[src/rtl/pi_seq_pkg.sv]
// pi_seq_pkg: shared types and default widths for the PI control sequencer.
// No ports; provides state/direction enums and code-width localparams.
package pi_seq_pkg;
    localparam int NBIT  = 9;
    localparam int NSTEP = 4;
    localparam int NHOLD = 4;
    localparam int CW    = NBIT + 1;
    typedef enum logic [1:0] {IDLE, CALC, STEP, HOLD} state_t;
    typedef enum logic {UP, DN} dir_t;
endpackage

[src/rtl/pi_mod_dist.sv]
// pi_mod_dist: shortest modular path from cur to tgt on a ring of p codes.
// Ports: cur, tgt (both < p), p (ring size) in; dir (UP/DN) and rem (distance) out.
module pi_mod_dist
    import pi_seq_pkg::*;
#(
    parameter int W = CW
) (
    input  logic [W-1:0] cur,
    input  logic [W-1:0] tgt,
    input  logic [W-1:0] p,
    output dir_t         dir,
    output logic [W-1:0] rem
);
    logic [W-1:0] d;
    // tgt + p stays below 2^W because both operands are at most 2^(W-1)
    assign d   = (tgt >= cur) ? tgt - cur : tgt + p - cur;
    // exactly half way round resolves upward
    assign dir = (d <= (p >> 1)) ? UP : DN;
    assign rem = (dir == UP) ? d : p - d;
endmodule

[src/rtl/pi_ctl_sequencer.sv]
// pi_ctl_sequencer: walks the PI code toward an accepted target along the shortest modular path.
// Ports: clk, rstb (async low); en; period/max_step/holdoff config; tgt_valid/tgt_code/tgt_ready
// target handshake; ctl/ctl_valid PI update; busy; wrap_up/wrap_dn slip pulses; err_range sticky.
module pi_ctl_sequencer
    import pi_seq_pkg::*;
#(
    parameter int Nbit  = NBIT,
    parameter int Nstep = NSTEP,
    parameter int Nhold = NHOLD
) (
    input  logic             clk,
    input  logic             rstb,
    input  logic             en,
    input  logic [Nbit:0]    period,
    input  logic [Nstep-1:0] max_step,
    input  logic [Nhold-1:0] holdoff,
    input  logic             tgt_valid,
    input  logic [Nbit-1:0]  tgt_code,
    output logic             tgt_ready,
    output logic [Nbit-1:0]  ctl,
    output logic             ctl_valid,
    output logic             busy,
    output logic             wrap_up,
    output logic             wrap_dn,
    output logic             err_range
);
    localparam int W = Nbit + 1;
    state_t           state, state_n;
    dir_t             dir, dir_n, dist_dir;
    logic [W-1:0]     ctl_r, ctl_n, p_lat, p_n, t, t_n, rem, rem_n, dist_rem;
    logic [W-1:0]     s1, st, up_sum, n, tgt_w;
    logic [Nhold-1:0] hcnt, hcnt_n;
    logic             err_n, vld_n, up_n, dn_n, wu, wd, tgt_oor;

    // ctl is held one bit wider so every comparison sees the full arithmetic width
    assign ctl       = ctl_r[Nbit-1:0];
    assign busy      = state != IDLE;
    assign tgt_ready = en && state == IDLE;
    assign tgt_w     = W'(tgt_code);
    assign tgt_oor   = tgt_w >= period;
    assign s1        = (max_step == '0) ? W'(1) : W'(max_step);
    assign st        = (rem < s1) ? rem : s1;
    assign up_sum    = ctl_r + st;
    assign wu        = dir == UP && up_sum >= p_lat;
    assign wd        = dir == DN && st > ctl_r;
    assign n         = (dir == UP) ? (wu ? up_sum - p_lat : up_sum)
                                   : (wd ? ctl_r + p_lat - st : ctl_r - st);

    pi_mod_dist #(.W(W)) u_dist (
        .cur(ctl_r),
        .tgt(t),
        .p  (p_lat),
        .dir(dist_dir),
        .rem(dist_rem)
    );

    always_comb begin
        state_n = state;
        ctl_n   = ctl_r;
        p_n     = p_lat;
        t_n     = t;
        dir_n   = dir;
        rem_n   = rem;
        hcnt_n  = hcnt;
        err_n   = err_range;
        vld_n   = 1'b0;
        up_n    = 1'b0;
        dn_n    = 1'b0;
        if (!en && state != IDLE) begin
            state_n = IDLE;
        end else begin
            case (state)
                IDLE: if (tgt_valid && tgt_ready) begin
                    p_n     = period;
                    t_n     = tgt_oor ? period - W'(1) : tgt_w;
                    err_n   = err_range | tgt_oor;
                    state_n = CALC;
                end
                CALC: if (ctl_r >= p_lat) begin
                    // illegal current code for this period: clamp, report, re-evaluate
                    ctl_n = p_lat - W'(1);
                    vld_n = 1'b1;
                    err_n = 1'b1;
                end else begin
                    dir_n   = dist_dir;
                    rem_n   = dist_rem;
                    state_n = (dist_rem == '0) ? IDLE : STEP;
                end
                STEP: begin
                    ctl_n   = n;
                    vld_n   = 1'b1;
                    up_n    = wu;
                    dn_n    = wd;
                    rem_n   = rem - st;
                    hcnt_n  = holdoff - Nhold'(1);
                    state_n = (rem_n == '0) ? IDLE : (holdoff == '0) ? STEP : HOLD;
                end
                default: begin
                    hcnt_n  = hcnt - Nhold'(1);
                    state_n = (hcnt == '0) ? STEP : HOLD;
                end
            endcase
        end
    end

    always_ff @(posedge clk or negedge rstb) begin
        if (!rstb) begin
            state     <= IDLE;
            ctl_r     <= '0;
            p_lat     <= '0;
            t         <= '0;
            dir       <= UP;
            rem       <= '0;
            hcnt      <= '0;
            err_range <= 1'b0;
            ctl_valid <= 1'b0;
            wrap_up   <= 1'b0;
            wrap_dn   <= 1'b0;
        end else begin
            state     <= state_n;
            ctl_r     <= ctl_n;
            p_lat     <= p_n;
            t         <= t_n;
            dir       <= dir_n;
            rem       <= rem_n;
            hcnt      <= hcnt_n;
            err_range <= err_n;
            ctl_valid <= vld_n;
            wrap_up   <= up_n;
            wrap_dn   <= dn_n;
        end
    end
endmodule

[config.mk]
export PLATFORM = sky130hd
export DESIGN_NAME = pi_ctl_sequencer
export DESIGN_NICKNAME = d
export VERILOG_FILES = /design/src/rtl/pi_seq_pkg.sv /design/src/rtl/pi_mod_dist.sv /design/src/rtl/pi_ctl_sequencer.sv
export SDC_FILE = /design/constraint.sdc
export NUM_CORES = 1
export LEC_CHECK = 0
export BUFFER_PORTS_ARGS = -buffer_cell sky130_fd_sc_hd__clkbuf_2
export CORE_ASPECT_RATIO = 1.4
export CORE_UTILIZATION = 50
export CTS_CLUSTER_DIAMETER = 80
export DETAILED_ROUTE_END_ITERATION = 10
export PLACE_DENSITY = 0.68
export SYNTH_ARGS = -nofsm -noshare
export SYNTH_HDL_FRONTEND = slang
export SYNTH_HIERARCHICAL = 1
export SYNTH_SLANG_ARGS = --single-unit
[constraint.sdc]
create_clock -name clk -period 14.4 [get_ports clk]
set_input_delay 2.16 -clock clk [delete_from_list [all_inputs] [get_ports clk]]
set_output_delay 2.16 -clock clk [all_outputs]
set_load 0.02 [all_outputs]
* Word-level counts from Yosys, hierarchy flattened *
Index checks and enable logic that the tools add are counted.

storage, ports and cells
  output and inout port bits = 15
  bits of input ports = 31
  word-level logic and storage cells = 99
  bits in registers = 51

operators by class
  eq/ne operators = 7
  reductions and logical operators = 23
  bitwise operators = 5
  mux-type cells = 32
  magnitude comparators = 7
  add/subtract/negate cells = 14

operators by type and width
  cell                     number
  $mux W10                 9
  $sub A10 B10 Y10         7
  $pmux W10 S2             2
  $add A10 B10 Y10         3
  $ge A10 B10 Y1           3
  $logic_not A10 Y1        2
  $sub A10 B1 Y10 const B  2
  $logic_not A4 Y1         3
  $reduce_and A3 Y1        4
  $mux W1                  11
  $ge A9 B10 Y1            1
  $gt A10 B10 Y1           1
  $le A10 B9 Y1            1
  $lt A10 B4 Y1            1
  $mux W2                  5
  $pmux W4 S2              1
  $sub A4 B1 Y4 const B    2
  $pmux W2 S3              1
  $reduce_bool A2 Y1       3
  $logic_and A1 B1 Y1      5
  $mux W4                  1
  $ne A2 B2 Y1 const B     2
  $not A1 Y1               4
  $pmux W1 S2              2
  other kinds (11)         12

* Logic depth before layout (Yosys ltp) *
  depth after elaboration = 10
  gate-level depth with buffers = 27
  depth with buffers taken out = 27

* Modules after synthesis *
Netlist, hierarchy kept.

modules (own cells, without submodules)
  module            seq. area each (µm²)  instances  cells each  area each (µm²)
  pi_ctl_sequencer  1276.2                1          714         5875.6
  pi_mod_dist       0.0                   1          283         2067.0

* Least setup slack after synthesis *
Ideal clock, no wire load.

  kind = input to register
  start point = input max_step[1]
  end point = register ctl_r[4]
  data arrival time = 6.587 ns
  buffers on the path = 1
  data required time = 14.276 ns
  path slack = 7.689 ns
  cell stages on the path = 23
  path through = inv_1 -> ha_1 -> o21a_1 -> o21ai_0 -> nand2b_1 -> a2111oi_4 -> mux2i_1 -> ha_1 -> inv_1 -> fa_1 -> nor2b_1 -> o211ai_1 -> o211ai_1 -> nand3_1 -> nor2b_1 -> ha_1 -> o21a_1 -> o22ai_1 -> buf_2 -> nor2_1 -> a211oi_1 -> a311oi_1 -> a211o_1

on the way
  word-level cells in the longest chain between the ends = 10

RTL lines
  item                  RTL line                 RTL
  start, declared       pi_ctl_sequencer.sv:15   input logic [Nstep-1:0] max_step,
  $logic_not A4 Y1      pi_ctl_sequencer.sv:41   assign s1 = (max_step == '0) ? W'(1) : W'(max_step);
  $mux W4 (*)           pi_ctl_sequencer.sv:41
  $lt A10 B4 Y1         pi_ctl_sequencer.sv:42   assign st = (rem < s1) ? rem : s1;
  $mux W10 (*)          pi_ctl_sequencer.sv:42
  $add A10 B10 Y10      pi_ctl_sequencer.sv:43   assign up_sum = ctl_r + st;
  $ge A10 B10 Y1        pi_ctl_sequencer.sv:44   assign wu = dir == UP && up_sum >= p_lat;
  $logic_and A1 B1 Y1   pi_ctl_sequencer.sv:44
  $mux W10              pi_ctl_sequencer.sv:46   assign n = (dir == UP) ? (wu ? up_sum - p_lat : up_sum)
  $mux W10 (*)          pi_ctl_sequencer.sv:46
  $pmux W10 S2 (*)      pi_ctl_sequencer.sv:72   case (state)
  end signal, assigned  pi_ctl_sequencer.sv:121  ctl_r <= ctl_n;
  end, declared         pi_ctl_sequencer.sv:30   logic [W-1:0] ctl_r, ctl_n, p_lat, p_n, t, t_n, rem, rem_n, dist_rem;

Mark *: on every way between the ends. The rest lies on a longest branch, timed or not.
A chain may end at the register's enable or synchronous reset.

* Worst setup path after layout *
  start point = input max_step[1]
  end point = register ctl_r[0]

Same word-level chain as after synthesis.

==> metrics.md <==
| Metric | Value |
|---|---|
| Reg clk slew, reported paths | `70 ps` |
| Core area | `15500 sq um` |
| Ranking of synthesized cells by area | `ha_1 17%, dfrtp_1 16%, inv_1 5.8%` |
| Final #Nets | `1198` |
| Fin. Hold Viols | `0` |
| Num CTS Buffers | `5` |
| Largest net degree at the start of global routing | `52` |
| Die area | `16400 sq um` |
| Worst hold path type | `reg -> reg` |
| Slew Viols, Final | `0` |
| Capture point of the worst reg-to-reg path | `state[1]` |
| Req. time, crit path | `14600 ps` |
| Async SR Flop Fraction | `100%` |
| Fraction of layout cells with a size suffix above 1 | `8.97%` |
| WHS Endpoint | `err_range` |
| WHS Path Cells | `1` |
| Critical Path End Type | `register` |
| Setup slack, reg-to-reg | `8100 ps` |
| GRT Util Overall | `27.1%` |
| Worst slew pin tran | `796 ps` |
| Number of antenna violations at the first check in global routing | `0` |
| Outcome | `complete, no violations` |
| Number of diodes | `0` |
| Final worst slack | `7000 ps` |
| DR vias/cell | `5.85` |
| WP buf/inv | `4` |
| Wire length on met3 | `643 um` |
| Slew headroom | `45.4%` |
| Worst-path fanout max | `9` |
| Critical Path AT | `7600 ps` |
| P&R area growth vs syn | `6.92%` |
| Fin crit share | `51.4%` |
| Largest stage delay, worst path | `690 ps` |
| Met2 wire len | `11.4 mm` |
| Htree depth | `2` |
| Vias in the first global route | `7153` |
| CP Class | `in -> reg` |
| Die Wd | `109 um` |
| Ports | `46` |
| CP max stage cell | `a2111oi_4` |
| Met1 WL | `8.40 mm` |
| Count of cells resized by post-cts repair | `0` |
| Antenna-violating nets left | `0` |
| DRT Wirelength | `21.2 mm` |
| Hpwl dp | `17.7 mm` |
| Fillcell total | `1591` |
| Most frequent cell after synthesis | `inv_1` |
| Synth cell types | `80` |
| Final min period | `7400 ps` |
| Max Freq | `0.135 GHz` |
| RSZ-0062 raised after global routing | `false` |
| Chip Height | `151 um` |
| #FFs+latches synth | `51` |
| Fin Clk Skew | `5.83 ps` |
| Worst hold slack | `489 ps` |
| Remaining Overflow, GRT | `0` |
| # setup viols final | `0` |
| Starting Density | `51.1%` |
| Synth top cells by count | `123 x inv_1, 108 x ha_1, 79 x nand2_1` |
| Post-Syn Area | `7940 sq um` |
| Yosys top cell by area | `ha_1` |
| CP top delay family | `compound AO/OA/AOI/OAI gates` |
| Number of port buffers | `45` |
| DRC viols | `0` |
| Area share of the largest cell type after synthesis | `17.0%` |
| CP Launch Type | `input pin` |
| CTS tree | `yes` |
| First-pass GRT wire length | `34.6 mm` |
| Sink Count | `51` |
| Synthesized netlist cell count | `997` |
| Top Layer Used | `met4` |
| Syn Area/Cell | `7.97 sq um` |
| Routability congestion estimate | `0.899` |
| EDFF count, synth | `0` |
| Routed len/inst | `17.2 um` |
| R2r worst-path depth | `25` |
| Place WS | `6750 ps` |
| Post-CTS Setup Inserts | `0` |
| Max-cap viol count | `0` |
| Drt pass-1 iters | `5` |
| Hold-fix buffers, CTS | `0` |
| Worst-Skew Late Latency | `300 ps` |
| Top_reg_cell synth | `dfrtp_1` |
| FP Rows | `54` |
| Synth Warn # | `6` |
| Post-synthesis sequential area ratio | `16.1%` |
| CP most frequent cell | `ha_1` |
| CTS root buf | `clkbuf_16` |
| TNS Setup | `0 ps` |
| HP Start | `err_range` |
| Initial DRC Count | `385` |
| Via count | `7211` |
| CTS Buffer Depth | `2` |
| Reg2reg start | `p_lat[2]` |
| CP Cell Sequence | `clkbuf_2 -> inv_1 -> ha_1 -> o21a_1 -> o21ai_0 -> nand2b_1 -> a2111oi_4 -> mux2i_1 -> ha_1 -> inv_1 -> fa_1 -> nor2b_1 -> o211ai_1 -> o211ai_1 -> nand3_1 -> nor2b_1 -> ha_1 -> o21a_1 -> o22ai_1 -> buf_4 -> mux2_2 -> o21ai_0 -> a31oi_1 -> o31ai_1` |
[worst max path at each step]
stage | startpoint | to | slack [ps] | depth (start not counted)
6_report | max_step[1] | ctl_r[0] | 7000 | 24
3_5_place_dp | max_step[1] | ctl_r[0] | 6750 | 24
2_1_floorplan | max_step[1] | ctl_r[4] | 7690 | 23
3_3_place_gp | max_step[1] | ctl_r[0] | 6980 | 24
5_1_grt | max_step[1] | ctl_r[0] | 6690 | 25
4_1_cts | max_step[1] | ctl_r[0] | 7070 | 24
[state kept, by name (all words and copies together), names as in the netlist]
register,count
t,10
ctl_valid,1
ctl_r,10
wrap_dn,1
p_lat,10
dir,1
wrap_up,1
hcnt,4
err_range,1
state,2
rem,10
[cells in the final DEF (no fill, tap or decap), types with 6 or more instances in the layout]
master / n
o211ai_1: 7
nor4_1: 9
fa_1: 23
buf_4: 6
mux2i_1: 27
o21bai_1: 9
nand2_1: 79
ha_1: 108
nand2b_1: 12
a31oi_1: 16
conb_1: 16
dfrtp_1: 51
inv_1: 123
o21ai_0: 70
clkbuf_2: 45
a211oi_1: 16
or3_1: 11
nand4_1: 9
nand3_1: 14
a21oi_1: 49
o31ai_1: 7
mux2_2: 7
o21a_1: 21
nor2b_1: 17
a21o_1: 17
xnor2_1: 51
xor2_1: 15
nor2_1: 66
nor3b_1: 7
nor3_1: 24
[stage by stage]
step	instances	cell area [sq um]	utilization (%)
finish	1233	8490	54.6
global placement	1225	8340	53.7
detailed placement	1225	8340	53.7
CTS	1233	8490	54.6
floorplan	1011	8000	-
global route	1233	8490	54.6
[worst reg2reg max path: stages, from the launching register on]
cell	delay [ps]
dfrtp_1	620
inv_1	210
fa_1	520
inv_1	50
ha_1	330
a21o_1	200
a21oi_1	220
o21bai_1	100
a21oi_1	300
o21ai_0	170
xnor2_1	170
nor2_1	50
a21oi_1	300
inv_1	90
ha_1	310
a2111o_1	390
o21a_1	240
nor2_2	380
inv_2	180
o21ai_0	120
o211ai_1	180
nor4_1	330
nand3_1	120
a21oi_1	170
o21ai_0	120
a32o_1	300
[kinds of logic after synthesis]
logic type                 after synthesis  share of synthesized area [%]
AOI/OAI and AO/OA                      276                           23.6
and+or+nand+nor                        275                           16.9
buffers and inverters                  157                           8.02
adders and majority gates              134                           23.2
xor gates and xnor gates                67                           7.48
DFF                                     51                           16.1
muxes                                   35                           4.68
other                                    2                         0.0946
[final cells by class]
cell class,count,area [sq um],area share (%)
Clock inverter,2,13.8,0.162
Timing Repair Buffer,51,270,3.18
Clock buffer,6,139,1.64
Tap cell,196,245,2.89
Multi-Input combinational cell,803,6080,71.6
Inverter,124,465,5.48
Sequential cell,51,1280,15.0
[routing by layer]
metal / global-route usage (%) / up-vias
met1: 30.3 / 3411
met5: 0 / -
met3: 2.11 / 41
met4: 10.5 / 0
li1: - / 3579
met2: 52.1 / 180
Power is not shown: default switching activity piles up to over one toggle a cycle in this logic, so the estimate is an artifact.
